===== config.mk =====
export PLATFORM = sky130hd
export DESIGN_NAME = uart_mem_loader
export DESIGN_NICKNAME = d
export VERILOG_FILES = /design/src/rtl/uart_mem_pkg.sv /design/src/rtl/byte_lane_packer.sv /design/src/rtl/uart_mem_loader.sv
export SDC_FILE = /design/constraint.sdc
export NUM_CORES = 1
export LEC_CHECK = 0
export ABC_AREA = 1
export BUFFER_PORTS_ARGS = -buffer_cell sky130_fd_sc_hd__buf_2
export CAP_MARGIN = 0
export CORE_MARGIN = 3
export CORE_UTILIZATION = 45
export DETAILED_ROUTE_END_ITERATION = 6
export HOLD_SLACK_MARGIN = 0.06
export PLACE_DENSITY = 0.61
export SKIP_CTS_REPAIR_TIMING = 1
export SYNTH_ARGS = -nofsm -noshare
export SYNTH_HDL_FRONTEND = slang
export SYNTH_SLANG_ARGS = --single-unit

===== constraint.sdc =====
create_clock -name clock -period 13 [get_ports clock]
set_input_delay 1.3 -clock clock [delete_from_list [all_inputs] [get_ports clock]]
set_output_delay 1.3 -clock clock [all_outputs]
set_load 0.1 [all_outputs]

===== src/rtl/uart_mem_pkg.sv =====
// rtl/uart_mem_pkg.sv - shared state type and lane helpers for the UART memory loader
package uart_mem_pkg;

   typedef enum logic [1:0] {IDLE, LOAD, DONE} loader_state_t;

   localparam int BYTE_W = 8;

   function automatic int bpw_of(input int data_w);
      return data_w / BYTE_W;
   endfunction

   // Byte position within a word mapped onto the memory lane it occupies.
   function automatic int lane_index(input int pos, input int bpw, input bit big_endian);
      return big_endian ? (bpw - 1 - pos) : pos;
   endfunction

endpackage


===== src/rtl/byte_lane_packer.sv =====
// rtl/byte_lane_packer.sv - assembles received bytes into lanes of one memory word
module byte_lane_packer
   import uart_mem_pkg::*;
#(
   parameter int DATA_W     = 32,
   parameter int BIG_ENDIAN = 0
) (
   input  logic                  clock,
   input  logic                  reset,
   input  logic                  clear,
   input  logic                  flush,
   input  logic                  byte_valid,
   input  logic [7:0]            byte_data,
   output logic                  word_complete,
   output logic                  flush_ready,
   output logic [DATA_W-1:0]     next_word,
   output logic [DATA_W/8-1:0]   next_mask
);

   localparam int BPW = bpw_of(DATA_W);
   localparam int PW  = (BPW > 1) ? $clog2(BPW) : 1;

   logic [DATA_W-1:0] asm_q;
   logic [BPW-1:0]    mask_q;
   logic [PW-1:0]     pos_q;
   logic [PW-1:0]     lane;

   // next_word/next_mask include the byte arriving this cycle, so a completing
   // word can be written straight out without waiting for the register update.
   always_comb begin
      lane      = PW'(lane_index(int'(pos_q), BPW, BIG_ENDIAN != 0));
      next_word = asm_q;
      next_mask = mask_q;
      if (byte_valid) begin
         next_word[lane*8 +: 8] = byte_data;
         next_mask[lane]        = 1'b1;
      end
   end

   assign word_complete = byte_valid && (pos_q == PW'(BPW - 1));
   assign flush_ready   = |mask_q;

   always_ff @(posedge clock or posedge reset) begin
      if (reset) begin
         asm_q  <= '0;
         mask_q <= '0;
         pos_q  <= '0;
      end else if (clear || flush || word_complete) begin
         asm_q  <= '0;
         mask_q <= '0;
         pos_q  <= '0;
      end else if (byte_valid) begin
         asm_q  <= next_word;
         mask_q <= next_mask;
         pos_q  <= pos_q + 1'b1;
      end
   end

endmodule


===== src/rtl/uart_mem_loader.sv =====
// rtl/uart_mem_loader.sv - writes a UART byte stream into BRAM as whole or flushed partial words
module uart_mem_loader
   import uart_mem_pkg::*;
#(
   parameter int DATA_W         = 32,
   parameter int ADDR_W         = 32,
   parameter int NUM_WORDS      = 96,
   parameter int BASE_ADDR      = 0,
   parameter int BIG_ENDIAN     = 0,
   parameter int TIMEOUT_CYCLES = 0
) (
   input  logic                           clock,
   input  logic                           reset,
   input  logic                           start,
   input  logic                           rx_valid,
   input  logic [7:0]                     rx_data,
   output logic                           mem_en,
   output logic [DATA_W/8-1:0]            mem_we,
   output logic [ADDR_W-1:0]              mem_addr,
   output logic [DATA_W-1:0]              mem_wdata,
   output logic                           busy,
   output logic                           done,
   output logic [$clog2(NUM_WORDS+1)-1:0] words_written,
   output logic                           overrun
);

   localparam int BPW  = bpw_of(DATA_W);
   localparam int WI_W = $clog2(NUM_WORDS + 1);

   loader_state_t state_q, state_d;

   logic              start_acc;
   logic              all_issued;
   logic              accept;
   logic              idle_expired;
   logic              timeout_hit;
   logic              write_trig;
   logic              word_complete;
   logic              flush_ready;
   logic [DATA_W-1:0] next_word;
   logic [BPW-1:0]    next_mask;
   logic [ADDR_W-1:0] addr_ptr;

   byte_lane_packer #(
      .DATA_W     (DATA_W),
      .BIG_ENDIAN (BIG_ENDIAN)
   ) u_packer (
      .clock         (clock),
      .reset         (reset),
      .clear         (start_acc),
      .flush         (timeout_hit),
      .byte_valid    (accept),
      .byte_data     (rx_data),
      .word_complete (word_complete),
      .flush_ready   (flush_ready),
      .next_word     (next_word),
      .next_mask     (next_mask)
   );

   // The idle counter expires on the cycle its count would reach TIMEOUT_CYCLES.
   generate
      if (TIMEOUT_CYCLES > 0) begin : g_timer
         localparam int TW = $clog2(TIMEOUT_CYCLES + 1);
         logic [TW-1:0] idle_cnt;

         assign idle_expired = (idle_cnt == TW'(TIMEOUT_CYCLES - 1));

         always_ff @(posedge clock or posedge reset) begin
            if (reset) begin
               idle_cnt <= '0;
            end else if (state_q != LOAD || !flush_ready || rx_valid || timeout_hit) begin
               idle_cnt <= '0;
            end else begin
               idle_cnt <= idle_cnt + 1'b1;
            end
         end
      end else begin : g_no_timer
         assign idle_expired = 1'b0;
      end
   endgenerate

   always_comb begin
      start_acc   = start && (state_q != LOAD);
      all_issued  = (words_written == WI_W'(NUM_WORDS));
      accept      = (state_q == LOAD) && rx_valid && !all_issued;
      timeout_hit = (state_q == LOAD) && flush_ready && !rx_valid && idle_expired;
      write_trig  = word_complete || timeout_hit;
      state_d     = state_q;
      case (state_q)
         IDLE:    if (start) state_d = LOAD;
         LOAD:    if (mem_en && all_issued) state_d = DONE;
         DONE:    if (start) state_d = LOAD;
         default: state_d = IDLE;
      endcase
   end

   always_ff @(posedge clock or posedge reset) begin
      if (reset) begin
         state_q       <= IDLE;
         mem_en        <= 1'b0;
         mem_we        <= '0;
         mem_addr      <= '0;
         mem_wdata     <= '0;
         busy          <= 1'b0;
         done          <= 1'b0;
         words_written <= '0;
         overrun       <= 1'b0;
         addr_ptr      <= ADDR_W'(BASE_ADDR);
      end else begin
         state_q <= state_d;
         busy    <= (state_d == LOAD);
         done    <= (state_q == LOAD) && (state_d == DONE);
         mem_en  <= write_trig;
         mem_we  <= write_trig ? next_mask : '0;
         if (write_trig) begin
            mem_addr  <= addr_ptr;
            mem_wdata <= next_word;
         end
         if (start_acc) begin
            words_written <= '0;
            addr_ptr      <= ADDR_W'(BASE_ADDR);
            overrun       <= 1'b0;
         end else begin
            if (write_trig && !all_issued) begin
               words_written <= words_written + 1'b1;
               addr_ptr      <= addr_ptr + ADDR_W'(BPW);
            end
            if (rx_valid && state_q != LOAD) overrun <= 1'b1;
         end
      end
   end

endmodule


Word-level counts from Yosys, hierarchy flattened:

Index checks and enable logic that the tools add are counted.

* order comparisons: 2
* reductions and logical operators: 16
* mux-type cells: 21
* $add $sub $neg: 4
* shift-type cells: 2
* equal/unequal tests: 7
* bitwise logic cells: 1

Operator list (count)
* two-way mux 32 bit: 5
* negator 5 -> 34 bit: 1
* variable shift 8 x 34 -> 32 bit (first input constant): 1
* variable part select 8 x 34 -> 32 bit: 1
* adder 32 x 3 -> 32 bit (second input constant): 1
* bitwise mux 32 bit: 1
* two-way mux 4 bit: 4
* two-way mux 7 bit: 2
* logical AND 1 bit: 9
* two-way mux 2 bit: 4
* adder 7 x 1 -> 7 bit (second input constant): 1
* == test 7 bit (second input constant): 1
* == test 2 bit (second input constant): 3
* nonzero test 2 bit: 3
* == test 2 x 1 -> 1 bit (second input constant): 2
* OR 4 bit: 1
* one-hot mux 2 bit (2 select lines): 1
* less-than comparator 2 x 3 -> 1 bit (second input constant): 1
* two-way mux 1 bit: 3
* adder 2 x 1 -> 2 bit (second input constant): 1
* demux 1 bit (select 2 bit): 1
* >= comparator 2 x 1 -> 1 bit (second input constant): 1
* zero test 2 bit: 1
* inequality test 2 x 1 -> 1 bit (second input constant): 1
* other kinds (3): 3

* output and inout bits: 79
* input port bits: 12
* logic and storage cells: 66
* register bits after elaboration: 151

Longest topological paths before layout:

* depth in word-level cells: 8
* gate-level depth with buffers: 13
* depth with buffers taken out: 12

By module:

A second synthesis with hierarchy kept.

* cell total of the unflattened synthesis: 892
* area, all modules: 7315.8 um2

Modules (own cells, without submodules)
* uart_mem_loader: area an instance 5114.9 um2, cells an instance 627, times used 1, seq. area each 2727.6 um2
* byte_lane_packer: area an instance 2200.9 um2, cells an instance 265, times used 1, seq. area each 950.9 um2

Least setup slack after synthesis:

Ideal clock, no wire load.

* kind: flip-flop to flip-flop
* start: reg words_written[0]
* end: reg words_written[2]
* slack: 10659 ps
* cell stages (with the launch flop): 13
* buffers on the path: 2
* arrival time: 2206 ps
* setup time: 134 ps
* required time: 12866 ps
* clock period less this slack: 2341 ps
* path through: dfrtp_1 inv_1 ha_1 nand2_1 inv_1 nand3_4 nand3_2 nand2_1 buf_4 inv_2 buf_6 nand2_1 o31ai_2

* cells in the longest elaborated chain, start to end: 6
* elaborated cells between the ends (all ways): 9
* classes of those cells: 1 x add/sub; 1 x eq/ne; 2 x mux; 5 x reduce/logical

Ends and longest elaborated chain
* start, declared: RTL line uart_mem_loader.sv:23 `output logic [$clog2(NUM_WORDS+1)-1:0] words_written,`
* start signal, assigned: RTL line uart_mem_loader.sv:125 `words_written <= words_written + 1'b1;`
* parallel branches: the longest is 6 deep, another holds adder 7 x 1 -> 7 bit

Parallel ways; which one is timed is not known. The select of a mux whose other input is x is not followed.
A chain may end at the register's enable or synchronous reset.

Worst setup path after layout:

* start: in rx_valid
* end: reg words_written[0]

* cells in the longest elaborated chain, start to end: 5

Ends and longest elaborated chain
* start, declared: RTL line uart_mem_loader.sv:15 `input logic rx_valid,`
* logical AND 1 bit (2 in series): RTL line uart_mem_loader.sv:85 `accept = (state_q == LOAD) && rx_valid && !all_issued;`
* logical AND 1 bit: RTL line byte_lane_packer.sv:40 `assign word_complete = byte_valid && (pos_q == PW'(BPW - 1));`
* logical AND 1 bit: RTL line uart_mem_loader.sv:124 `if (write_trig && !all_issued) begin`
* nonzero test 2 bit (no line)

Every way passes these cells.

==> out/metrics.csv <==
metric,value,unit
status,"complete, no violations",
hold_viol_final,0,
final_util,0.542,
min_path_cells,2,
fin_worst_skew,8.78,ps
holdCritPathClass,flip-flop to flip-flop,
cts_sinks,146,
start_util,0.470,
synth_ff_type,dfrtp_1,
wl_met3,569,um
wl_met2,8230,um
final_net_count,1011,
area_delta_synth_final,15.5,%
synth_cell_types,39,
rsz0062_at_grt,no,
wl_met1,7760,um
gp_congestion,0.860,
cts_max_level,4,
power.share.clock,0.274,
grt_start_max_net_pins,103,
leakage,4.18,nW
avgRoutedWirePerCell,13.9,um
worst_pin_slew,1030,ps
regToRegEndpoint,words_written[0],
ys_seq_area_frac,0.502,
antenna_left,0,
drv_slew,0,
min_to,mem_wdata[25],
drt-total-wl,16800,um
syn-cell-area,0.00727,sq mm
crit_path_max_fanout,102,
first_global_vias,5592,
start_kind,input port,
port_buffers,88,
switching_share,0.459,
die_h,133,um
cts_tree,built,
grt_usage,0.198,
fmax,245,MHz
dieArea,0.0177,sq mm
regToRegSetupSlack,9230,ps
routed_via_density,4.87,
insertion_delay,420,ps
core_area,0.0155,sq mm
synthArstFlopShare,1.00,
p_per_area,222,mW/mm^2
grt-ovfl-total,0,
dp_hpwl,11500,um
seqPwrFrac,0.320,
cp_data_arrival_time,4340,ps
fin_crit,4080,ps
die_w,133,um
finalSetupViolCount,0,
synth_seq_cells,146,
cp-end-kind,flip-flop,
fin_ws,8920,ps
fin_setup_tns,0,ps
drive_gt1_frac,0.184,
timing.final.crit_share,0.314,
diodes,0,
reg2reg_from,words_written[0],
synthCells,917,
dp_worst_setup_slack,8350,ps
worstHoldStart,mem_wdata[25],
first_iter_violations,380,
grt_pass1_wl,28300,um
r2r_cells,11,
ios,91,
antenna_found_initial,0,
intPower,1.01,mW
via_count,5902,
clkTransAtPathRegs,60,ps
cap_viol_max_count,0,
clock-root-buffer,clkbuf_16,
pwr-share-comb,0.406,
worstSetupPathType,input port to flip-flop,
syn_area_per_cell,7.93,sq um
drt-pass1-iter-count,7,
ir_drop,0.000137,V
crit_required,13260,ps
highest_layer,met4,
cts_buffers,17,
cts_buffer_depth,2,
drc,0,
switching_power,0.857,mW
slew_headroom,0.312,
core.rowCount,45,
synth_edf_count,0,
ys_warn_count,0,
## registers in the layout, summed over array words and instances (netlist names), 3 cells and up
name / flops
u_packer.asm_q: 32
mem_we: 4
words_written: 7
mem_addr: 30
u_packer.mask_q: 3
addr_ptr: 30
mem_wdata: 32
## area by class of cell
type | count | area [sq um]
clock buffer | 25 | 505
clock inverter | 7 | 121
fill | 1494 | 7090
inverter | 95 | 364
multi-input combinational | 637 | 3030
sequential | 146 | 3650
tap | 211 | 264
timing repair buffer | 91 | 463
## cells by family after synthesis
family / share of synthesized area
AO/OA/AOI/OAI: 0.0807
adder cells (fa/ha/maj): 0.0189
XOR/XNOR: 0.00482
buffers and inverters: 0.0831
other: 0.000516
flip-flops: 0.502
AND/OR/NAND/NOR: 0.310
## worst max-delay path, stage by stage
cell and delay, ps:
buf_2 90, inv_1 80, nor2_8 180, nand3_4 760, nand2_1 1020, buf_4 450, inv_2 250, nor2_1 140
a21oi_1 50
## per-layer routing
metal  vias to the layer above  track usage
met2                       105        0.325
met4                         0       0.0560
met3                        18       0.0419
li1                       3043            -
met5                         -            0
met1                      2736        0.266
## how the worst max path moves through the flow
stage,depth (start not counted),endpoint,start
floorplan,1,addr_ptr[10],reset
global placement,9,words_written[2],rx_valid
detailed placement,9,words_written[0],rx_valid
CTS,9,words_written[0],rx_valid
global route,9,u_packer.lane[0],rx_valid
finish,9,words_written[0],rx_valid
## Yosys cell counts (2+ instances only)
library cell	instances	area, sq um
nand4_1	30	188
clkbuf_1	8	30.0
nand3_1	51	255
nand2_1	301	1130
o21ai_2	14	123
a21oi_1	8	40.0
a31o_2	2	17.5
nor2_1	86	323
xnor2_1	2	17.5
inv_1	80	300
inv_2	14	52.6
buf_4	10	75.1
nor3_1	11	55.1
or2_2	11	68.8
buf_6	2	22.5
xor2_1	2	17.5
buf_1	2	7.51
and2_1	6	37.5
ha_1	11	138
or2_1	2	12.5
o22ai_1	3	18.8
nor2_4	2	22.5
dfrtp_1	146	3650
buf_2	16	80.1
buf_8	2	30.0
o21ai_0	71	355
nor2_2	12	75.1
## cell usage in the layout (no fill, tap or decap), types with 2 or more instances in the layout
cell,instances
nand2_1,301
dfrtp_1,146
buf_2,88
nor2_1,86
inv_1,79
o21ai_0,71
nand3_1,51
nand4_1,30
clkbuf_16,17
inv_2,14
o21ai_2,14
nor2_2,12
nor3_1,11
or2_2,11
ha_1,11
a21oi_1,8
and2_1,6
clkbuf_8,5
o22ai_1,3
bufinv_16,3
clkbuf_1,3
clkinv_4,3
buf_4,3
nand3_4,2
nor2_4,2
a31o_2,2
or2_1,2
xnor2_1,2
xor2_1,2
conb_1,2
## power by group through the flow
stage / logic (mW) / clock network (mW) / registers, mW
CTS: 0.764 / 0.522 / 0.598
global route: 0.815 / 0.543 / 0.610
global placement: 0.756 / 0 / 0.604
detailed placement: 0.761 / 0 / 0.605
finish: 0.758 / 0.512 / 0.597
floorplan: 0.253 / 0 / 0.992
## through the flow
step           cell area (sq um)  power (mW)  hold slack, ps  std cells
6_report                    8400        1.87             471       1212
5_1_grt                     8400        1.97             498       1212
4_1_cts                     8400        1.88             477       1212
2_1_floorplan               7280        1.25             471        918
3_3_place_gp                7770        1.36             460       1180
3_5_place_dp                7770        1.37             460       1180
Power figures use the tool's default switching activity.
